$ cat src/rtl/varre_triang.sv
// varre_triang: scans the screen-clipped bounding box of one triangle in raster order, one pixel per beat
// Ports: clk, rst_n (async, active-low); in_valid/in_ready + p1x..p3y accept a triangle;
// out_valid/out_ready + ptx/pty, v1x..v3y, out_last emit pixels; busy is high in SETUP and SCAN.
module varre_triang #(
    parameter int W    = 11,
    parameter int XMAX = 639,
    parameter int YMAX = 479
) (
    input  logic         clk,
    input  logic         rst_n,
    input  logic         in_valid,
    output logic         in_ready,
    input  logic [W-1:0] p1x,
    input  logic [W-1:0] p1y,
    input  logic [W-1:0] p2x,
    input  logic [W-1:0] p2y,
    input  logic [W-1:0] p3x,
    input  logic [W-1:0] p3y,
    output logic         out_valid,
    input  logic         out_ready,
    output logic [W-1:0] ptx,
    output logic [W-1:0] pty,
    output logic [W-1:0] v1x,
    output logic [W-1:0] v1y,
    output logic [W-1:0] v2x,
    output logic [W-1:0] v2y,
    output logic [W-1:0] v3x,
    output logic [W-1:0] v3y,
    output logic         out_last,
    output logic         busy
);
    typedef enum logic [1:0] {IDLE, SETUP, SCAN} state_t;
    localparam logic [W-1:0] XM = W'(XMAX);
    localparam logic [W-1:0] YM = W'(YMAX);
    state_t state, state_nx;
    logic [W-1:0] xmin, xmax, ymin, ymax;
    logic [W-1:0] xmin_r, xmax_c, ymax_c;
    logic accept, xfer, offscreen;
    function automatic logic [W-1:0] min3(input logic [W-1:0] a, b, c);
        logic [W-1:0] m;
        m = (a < b) ? a : b;
        return (m < c) ? m : c;
    endfunction
    function automatic logic [W-1:0] max3(input logic [W-1:0] a, b, c);
        logic [W-1:0] m;
        m = (a > b) ? a : b;
        return (m > c) ? m : c;
    endfunction
    assign xmin      = min3(v1x, v2x, v3x);
    assign xmax      = max3(v1x, v2x, v3x);
    assign ymin      = min3(v1y, v2y, v3y);
    assign ymax      = max3(v1y, v2y, v3y);
    assign offscreen = (xmin > XM) || (ymin > YM);
    // gating with rst_n keeps in_ready low for the whole time reset is held
    assign in_ready  = rst_n && (state == IDLE);
    assign out_valid = (state == SCAN);
    assign busy      = (state != IDLE);
    assign out_last  = out_valid && (ptx == xmax_c) && (pty == ymax_c);
    assign accept    = in_valid && in_ready;
    assign xfer      = out_valid && out_ready;
    always_comb begin
        state_nx = state;
        if (state == IDLE && accept)
            state_nx = SETUP;
        else if (state == SETUP)
            state_nx = offscreen ? IDLE : SCAN;
        else if (state == SCAN && xfer && out_last)
            state_nx = IDLE;
    end
    always_ff @(posedge clk or negedge rst_n) begin
        if (!rst_n)
            state <= IDLE;
        else
            state <= state_nx;
    end
    always_ff @(posedge clk or negedge rst_n) begin
        if (!rst_n) begin
            {v1x, v1y, v2x, v2y, v3x, v3y} <= '0;
            ptx    <= '0;
            pty    <= '0;
            xmin_r <= '0;
            xmax_c <= '0;
            ymax_c <= '0;
        end else if (accept) begin
            {v1x, v1y, v2x, v2y, v3x, v3y} <= {p1x, p1y, p2x, p2y, p3x, p3y};
        end else if (state == SETUP) begin
            xmin_r <= xmin;
            xmax_c <= (xmax > XM) ? XM : xmax;
            ymax_c <= (ymax > YM) ? YM : ymax;
            if (!offscreen) begin
                ptx <= xmin;
                pty <= ymin;
            end
        end else if (xfer && !out_last) begin
            // end of a row wraps back to the left edge of the box
            ptx <= (ptx == xmax_c) ? xmin_r : ptx + 1'b1;
            pty <= (ptx == xmax_c) ? pty + 1'b1 : pty;
        end
    end
endmodule

$ cat config.mk
export PLATFORM = sky130hd
export DESIGN_NAME = varre_triang
export DESIGN_NICKNAME = d
export VERILOG_FILES = /design/src/rtl/varre_triang.sv
export SDC_FILE = /design/constraint.sdc
export NUM_CORES = 1
export LEC_CHECK = 0
export BUFFER_PORTS_ARGS = -buffer_cell sky130_fd_sc_hd__buf_2
export CORE_AREA = 4 4 128 142
export DETAILED_ROUTE_END_ITERATION = 8
export DIE_AREA = 0 0 132 146
export PLACE_DENSITY = 0.84
export SLEW_MARGIN = 20
export SYNTH_ARGS = -nofsm -noshare
export SYNTH_HDL_FRONTEND = slang
export SYNTH_SLANG_ARGS = --single-unit
$ cat constraint.sdc
create_clock -name clk -period 7.02 [get_ports clk]
set_input_delay 1.053 -clock clk [delete_from_list [all_inputs] [get_ports clk]]
set_output_delay 1.053 -clock clk [all_outputs]
set_load 0.05 [all_outputs]
---- Word-level counts from Yosys, hierarchy flattened ----
Index checks and enable logic that the tools add are counted.
cells by class
  add/subtract/negate cells ............... 2
  $lt $le $gt $ge ......................... 12
  reduce and logical (&&, ||, !) cells .... 19
  muxes and demuxes ....................... 22
  bitwise logic cells ..................... 1
  equal/unequal tests ..................... 5
operators with widths
  operator               number
  $mux 11                18
  $gt 11x11->1           4
  $lt 11x11->1           4
  $add 11x1->11 const B  2
  $eq 11x11->1           2
  $gt 11x10->1 const B   2
  $gt 11x9->1 const B    2
  $logic_and 1x1->1      9
  $mux 2                 4
  $reduce_bool 2->1      3
  $reduce_and 4->1       1
  $reduce_and 3->1       1
  $reduce_bool 3->1      1
  $eq 2x1->1 const B     1
  $eq 2x2->1 const B     1
  $logic_not 2->1        1
  $ne 2x2->1 const B     1
  $reduce_and 2->1       1
  $logic_not 1->1        1
  $logic_or 1x1->1       1
  $not 1->1              1
word-level totals
  output and inout port bits .............. 92
  logic and storage cells ................. 73
  input bits .............................. 70
  register bits after elaboration ......... 123

---- Longest topological paths before layout ----
Gate-level depths: netlist (run 1).
  depth after elaboration ................. 9
  depth in mapped cells ................... 19

---- Worst setup path before layout (run 1) ----
OpenSTA, ideal clock, no wires.
  path type ............................... reg2reg
  start point ............................. register v2y[2]
  end point ............................... register ptx[1]
  setup slack ............................. 2,139 ps
  cell stages (with the launch flop) ...... 19
  data required time ...................... 6,895 ps
  arrival time ............................ 4,756 ps
  library setup time ...................... 125 ps
  period minus slack after synthesis ...... 4,881 ps
  cells stage by stage .................... dfrtp_1 > inv_1 > ha_1 > a21oi_1 > a211oi_2 > a211oi_4 > clkbuf_1 > clkbuf_1 > nand2_1 > o21ai_0 > ha_1 > a21o_1 > a221o_1 > a221oi_1 > nand2_1 > a31oi_1 > o22a_4 > buf_6 > mux2_4
on the way
  cells in the longest elaborated chain, start to end .. 8
RTL lines
  item                                 RTL line  RTL
  start: declaration                   26        output logic [W-1:0] v2y,
  start signal: assignment             85        {v1x, v1y, v2x, v2y, v3x, v3y} <= {p1x, p1y, p2x, p2y, p3x, p3y};
  $lt 11x11->1                         41        m = (a < b) ? a : b;
  $mux 11 *                            41
  $lt 11x11->1                         42        return (m < c) ? m : c;
  $mux 11 *                            42
  $gt 11x9->1 *                        53        assign offscreen = (xmin > XM) || (ymin > YM);
  $logic_or 1x1->1 *                   53
  $ne 2x2->1 (no source line) *        --
  $reduce_and 3->1 (no source line) *  --
  end signal: assignment               91        ptx <= xmin;
  end signal: assignment               96        ptx <= (ptx == xmax_c) ? xmin_r : ptx + 1'b1;
  end: declaration                     21        output logic [W-1:0] ptx,
Every way passes the cells marked *; elsewhere a longest branch is shown, timed or not.
A chain may end at the register's enable or synchronous reset.

---- Final worst setup path (run 1) ----
  start point ............................. register v1x[4]
  end point ............................... register pty[1]
on the way
  cells in the longest elaborated chain, start to end .. 8
RTL lines
  item                                 RTL line  RTL
  start: declaration                   23        output logic [W-1:0] v1x,
  start signal: assignment             85
  $lt 11x11->1                         41
  $mux 11 *                            41
  $lt 11x11->1                         42
  $mux 11 *                            42
  $gt 11x10->1 *                       53
  $logic_or 1x1->1 *                   53
  $ne 2x2->1 (no source line) *        --
  $reduce_and 4->1 (no source line) *  --
  end signal: assignment               92        pty <= ymin;
  end signal: assignment               97        pty <= (ptx == xmax_c) ? pty + 1'b1 : pty;
  end: declaration                     22        output logic [W-1:0] pty,
Marks and branches as above.

==> results of run 1 <==
==> power by group through the flow <==
stage               registers, W  clock network (W)  logic (W)
global route            0.000884           0.000859   0.000843
floorplan                0.00107                  0   0.000373
finish                  0.000872           0.000817   0.000779
detailed placement      0.000883                  0   0.000770
global placement        0.000881                  0   0.000755
CTS                     0.000871           0.000827   0.000780
==> flip-flops by register name, indices dropped and copies added, names as in the netlist <==
register and flops:
ptx 11, pty 11, v1x 11, v1y 11
v2x 11, v2y 11, v3x 11, v3y 11
xmax_c 11, xmin_r 11, ymax_c 11, state 2
==> routing by layer <==
metal  share of wire [%]  track usage (%)  vias to the layer above
met5               0.030                0                        -
met3                 7.2             5.53                       60
met4                 2.8             9.87                        2
met1                  45             33.0                     3518
li1                    -                -                     3507
met2                  45             37.7                      318
==> worst paths after layout <==
check / startpoint / end / slack [ns] / cells after the start
worst max register to register: v1x[4] / pty[1] / 1.25 / 15
worst min register to register: xmin_r[6] / xmin_r[6] / 0.48 / 2
max in group asynchronous: rst_n / v3x[10] / 4.98 / 2
min in group asynchronous: rst_n / v3y[4] / 0.74 / 1
worst max-delay path: v1x[4] / pty[1] / 1.25 / 15
worst min-delay path: xmin_r[6] / xmin_r[6] / 0.48 / 2
==> metrics by stage <==
step / cell area [um^2] / util, % / hold slack [ns]
3_3_place_gp: 9230 / 54.8 / 0.458
2_1_floorplan: 8260 / - / 0.445
5_1_grt: 9780 / 58.1 / 0.500
6_report: 9780 / 58.1 / 0.477
4_1_cts: 9780 / 58.1 / 0.477
3_5_place_dp: 9230 / 54.8 / 0.465
==> worst reg2reg max path, stage by stage, from the launching register on <==
cell and delay (ns):
dfrtp_1 0.44, ha_1 0.33, a211oi_1 0.20, o21bai_1 0.14, o21ai_1 0.73, and2_1 0.48, o21ai_0 0.20, ha_1 0.35
a21oi_1 0.15, o21ai_0 0.10, a221o_1 0.29, a221oi_1 0.37, o21a_1 0.67, o2111ai_1 0.39, o21ai_2 0.45, mux2_2 0.38
==> placed cells by master, fill, tap and decap left out, types with 17 or more instances in the layout <==
master and n:
dfrtp_1 123, ha_1 66, xnor2_1 17, o21ai_0 101, nand2_1 102, a21oi_1 45
mux2i_1 26, nor2_1 33, mux2_2 52, buf_2 160, inv_1 50, nand3_1 28
clkbuf_16 17
==> cell families after synthesis <==
group                    Yosys count  synth area share [%]
adder cells (fa/ha/maj)           66                  9.99
AO/OA/AOI/OAI                    248                  19.8
buffers and inverters             86                  4.06
flip-flops                       123                  37.2
AND/OR/NAND/NOR                  236                  13.4
multiplexers                      89                  12.2
XOR/XNOR                          31                  3.29
==> area by class of cell <==
type / instances / area (um^2)
clock inverter: 6 / 36.3
fill: 1436 / 7050
timing repair buffer: 166 / 846
clock buffer: 25 / 515
sequential: 123 / 3080
inverter: 50 / 188
multi-input combinational: 670 / 4860
tap: 208 / 260
==> flow_summary.ini, run 1 <==
[status]
outcome = complete, no violations

[place]
place_congestion = 0.933
post-dp-hpwl_um = 17500
port_buffers = 161
pre_cts_ws_ns = 1.42
placed_cells = 1217

[sta]
fin_crit_ns = 5.77
setup_ws_ns = 1.25
drv_slew = 0
worst_slew_pin_slew_ns = 1.12
hold_violations = 0
fin_skew_ns = 0.00768
finalCritPeriodShare_pct = 82.1
setup_tns_ns = 0
rsz0062_at_grt = false
setup_viol = 0
slew-limit-headroom_pct = 25.1
max_freq_ghz = 0.173

[yosys]
synth.area.top_cells = dfrtp_1 37%, ha_1 10%, mux2_2 7.1%
synth_edf_count = 0
syn_nets = 1015
synthCells = 879
avgSynthCellArea_um2 = 9.40
synth_ff_type = dfrtp_1
synth_top_area_share_pct = 37.2
yosysUniqueCellTypes = 65
netlist_top_cells_count = 123 x dfrtp_1, 102 x nand2_1, 101 x o21ai_0, 66 x ha_1, 52 x mux2_2
yosysMostFrequentCell = dfrtp_1
netlist_area_um2 = 8260
yosysSeqAreaShare_pct = 37.2
synthDominantAreaCellType = dfrtp_1
ys_warn_count = 0
ys_ff_latch = 123
synth_async_sr_flop_share_pct = 100

[floorplan]
start_util_pct = 49.1
die_w_um = 132
die-area_um2 = 19300
die_height_um = 146
coreArea_um2 = 16800
io_pins = 162
rows = 50

[pwr]
intPower_w = 0.00154
p_sw_share_pct = 37.4
pwr_density_cell_nw_per_um2 = 252
p_sw_w = 0.000924
clockPowerShare_pct = 33.1
p_leak_nw = 4.87
seq_power_share_pct = 35.3
power_w = 0.00247
peakVddDrop_mv = 0.206
pwr-share-comb_pct = 31.6

[cts]
cts_tree = yes
clock-root-buffer = clkbuf_16
clock_latency_ns = 0.42
htree_levels = 4
cts_sinks = 123
cts_made_buffers = 17
cts.hold.buffers_added = 0
cts_buffer_depth = 2
clk_pin_slew_ns = 0.05
cts_resized = 0
cts_setup_buffers = 0

[drt]
vias = 7405
post-route-drc-count = 0
drt_iter0_drc = 594
first_pass_iters = 5
wire_per_inst_um = 18.7
drt.antenna.violating_nets = 0
routed_wirelength_um = 23400
viasPerCell = 5.93

[setup_path]
worstSetupEndpointType = register
worstSetupPathType = register to register
cp-start-kind = register
required_ns = 7.32
cp.arrival_ns = 6.07
max_stage_delay_ns = 0.73
cp_max_fo = 14
cp_top_family = compound AO/OA/AOI/OAI gates
crit_chain = ha_1 -> a211oi_1 -> o21bai_1 -> o21ai_1 -> and2_1 -> o21ai_0 -> ha_1 -> a21oi_1 -> o21ai_0 -> a221o_1 -> a221oi_1 -> o21a_1 -> o2111ai_1 -> o21ai_2 -> mux2_2
worst-path-buf-inv = 0
cp_slowest_cell = o21ai_1

[cells_and_area]
syn2layout_area_growth_pct = 18.3
finalNonFillerCells = 1248
num-nets-final = 1164
n_antenna_cell = 0
layout-drive-gt1-share_pct = 26.3

[global_route]
overflow = 0
grt_pass1_vias = 7394
grt_first_pass_wirelength_um = 38300
grt_max_degree = 77
gr-usage-all-layers_pct = 24.3
antenna_found_initial = 1

[min_path]
hp-class = register to register

[job]
maxCapViolCount = 0
(Power assumes the default switching activity.)
==> run 2, diff against run 1 <==
Settings changed: PLACE_DENSITY 0.84 to 0.86.
Clock period 7.02 ns to 5.2 ns, I/O delays scaled along.
==> run 2 against run 1 <==
Effect of this change:
- power is 44% higher
- hold slack better by 0.00062 ns
- sequential power grew 35%
- combinational power is 37% higher
- critical path type unchanged
- final cell count grew 1.8%
==> flow_summary.ini, run 2 (synthesized netlist as in run 1, its figures left out) <==
[cts]
clk_pin_slew_ns = 0.06
cts.hold.buffers_added = 0
clock-root-buffer = clkbuf_16
cts_made_buffers = 17
cts_tree = yes
cts_buffer_depth = 2
htree_levels = 4
cts_sinks = 123
clock_latency_ns = 0.43

[floorplan]
io_pins = 162
die_w_um = 132
coreArea_um2 = 16800
start_util_pct = 49.1
die-area_um2 = 19300
die_height_um = 146
rows = 50

[sta]
rsz0062_at_grt = false
setup_ws_ns = 0.261
finalCritPeriodShare_pct = 95.0
fin_crit_ns = 4.94
setup_tns_ns = 0
slew-limit-headroom_pct = 37.6
drv_slew = 0
max_freq_ghz = 0.202
worst_slew_pin_slew_ns = 0.935
hold_violations = 0
setup_viol = 0
fin_skew_ns = 0.00752

[cells_and_area]
num-nets-final = 1186
n_fill_cell = 1370
design_area_um2 = 10000
final_core_util_pct = 59.7
final_common_cell = buf_2
layout-drive-gt1-share_pct = 27.8
n_antenna_cell = 0
mostFrequentLayoutCells = 160 x buf_2, 123 x dfrtp_1, 102 x nand2_1
syn2layout_area_growth_pct = 21.5

[setup_path]
r2r_start = v2y[6]
endpoint = ymax_c[4]
rr_endpoint = ymax_c[4]
cp-start-kind = register
rr_worst_depth = 18
cp_max_fo = 7
r2r_slack_ns = 0.26
cp.arrival_ns = 5.25
worstSetupPathType = register to register
required_ns = 5.51
cp-startpoint = v2y[6]
worstSetupEndpointType = register

[drt]
drt.antenna.violating_nets = 0
drt_iter0_drc = 599
wire_per_inst_um = 19.3
first_pass_iters = 5
routed_wirelength_um = 24600
post-route-drc-count = 0
viasPerCell = 6.03
dr_wl_met3_um = 2150
vias = 7658
wl_met1_um = 10300
route.met2.wl_um = 11400
top_layer_used = met5

[pwr]
p_leak_nw = 5.02
pwr_density_cell_nw_per_um2 = 355
peakVddDrop_mv = 0.262

[global_route]
overflow = 0
grt_pass1_vias = 7539
antenna_found_initial = 1
gr-usage-all-layers_pct = 25.2
grt_max_degree = 89
grt_first_pass_wirelength_um = 39500

[place]
port_buffers = 161
pre_cts_ws_ns = 0.226
dpl_cell_area_um2 = 9340
place_congestion = 0.939
post-dp-hpwl_um = 18000

[min_path]
hp-class = register to register

[job]
maxCapViolCount = 0

[status]
outcome = complete, no violations
[run 2: changes by cell type in the layout (fill, tap and decap cells not counted), sizes merged]
cell	previous run	this run
bufinv	0	4
buf	166	188
clkinv	5	2
clkinvlp	1	0
clkbuf	25	26
[run 2: metrics by stage]
stage	hold WS [ns]	instances	total power, W
finish	0.478	1271	0.00356
global route	0.509	1271	0.00372
floorplan	0.445	879	0.00194
global placement	0.457	1232	0.00222
CTS	0.481	1264	0.00356
detailed placement	0.468	1232	0.00225
[run 2: repair_timing]
| item | CTS | global route |
|---|---|---|
| setup endpoints to repair | 0 | 25 |
| buffers inserted | 0 | 7 |
| resized for setup | 0 | 1 |
[run 2: cell type report]
type / count / area, um^2 / area share [%]
sequential: 123 / 3080 / 30.6
tap: 208 / 260 / 2.59
clock inverter: 6 / 130 / 1.30
timing repair buffer: 188 / 1010 / 10.1
clock buffer: 26 / 519 / 5.17
inverter: 50 / 188 / 1.87
multi-input combinational: 670 / 4860 / 48.4
[run 2: worst max-delay path, stage by stage, from the launching register on]
cell	delay, ns
dfrtp_1	0.39
inv_1	0.10
ha_1	0.32
nand4_1	0.18
a211oi_2	0.36
a211oi_4	0.07
buf_4	0.17
a41oi_4	0.31
buf_4	0.21
mux2_4	0.32
ha_1	0.33
nand4_1	0.18
nor2_1	0.19
o21ai_0	0.11
o2111ai_1	0.24
mux2_2	0.43
a2111oi_4	0.49
o41ai_4	0.21
o22a_1	0.22
[run 2: per-layer routing]
| metal | track usage (%) | vias to the layer above |
|---|---|---|
| li1 | - | 3565 |
| met1 | 33.6 | 3660 |
| met2 | 40.0 | 374 |
| met3 | 6.36 | 57 |
| met4 | 8.98 | 2 |
| met5 | 0 | - |
[run 2: worst min-delay path by stage]
stage	start	end	slack, ns	depth (start not counted)
floorplan	xmin_r[6]	xmin_r[6]	0.44	2
global route	xmin_r[2]	xmin_r[2]	0.51	2
finish	xmin_r[8]	xmin_r[8]	0.48	2
detailed placement	xmin_r[8]	xmin_r[8]	0.47	2
global placement	xmin_r[6]	xmin_r[6]	0.46	2
CTS	xmin_r[8]	xmin_r[8]	0.48	2
[run 2: power by group]
group / total [W] / switching (W) / internal (W)
combinational: 0.00107 / 0.000692 / 0.000378
clock: 0.00131 / 0.000430 / 0.000877
sequential: 0.00118 / 0.000144 / 0.00104
total: 0.00356 / 0.00127 / 0.00229
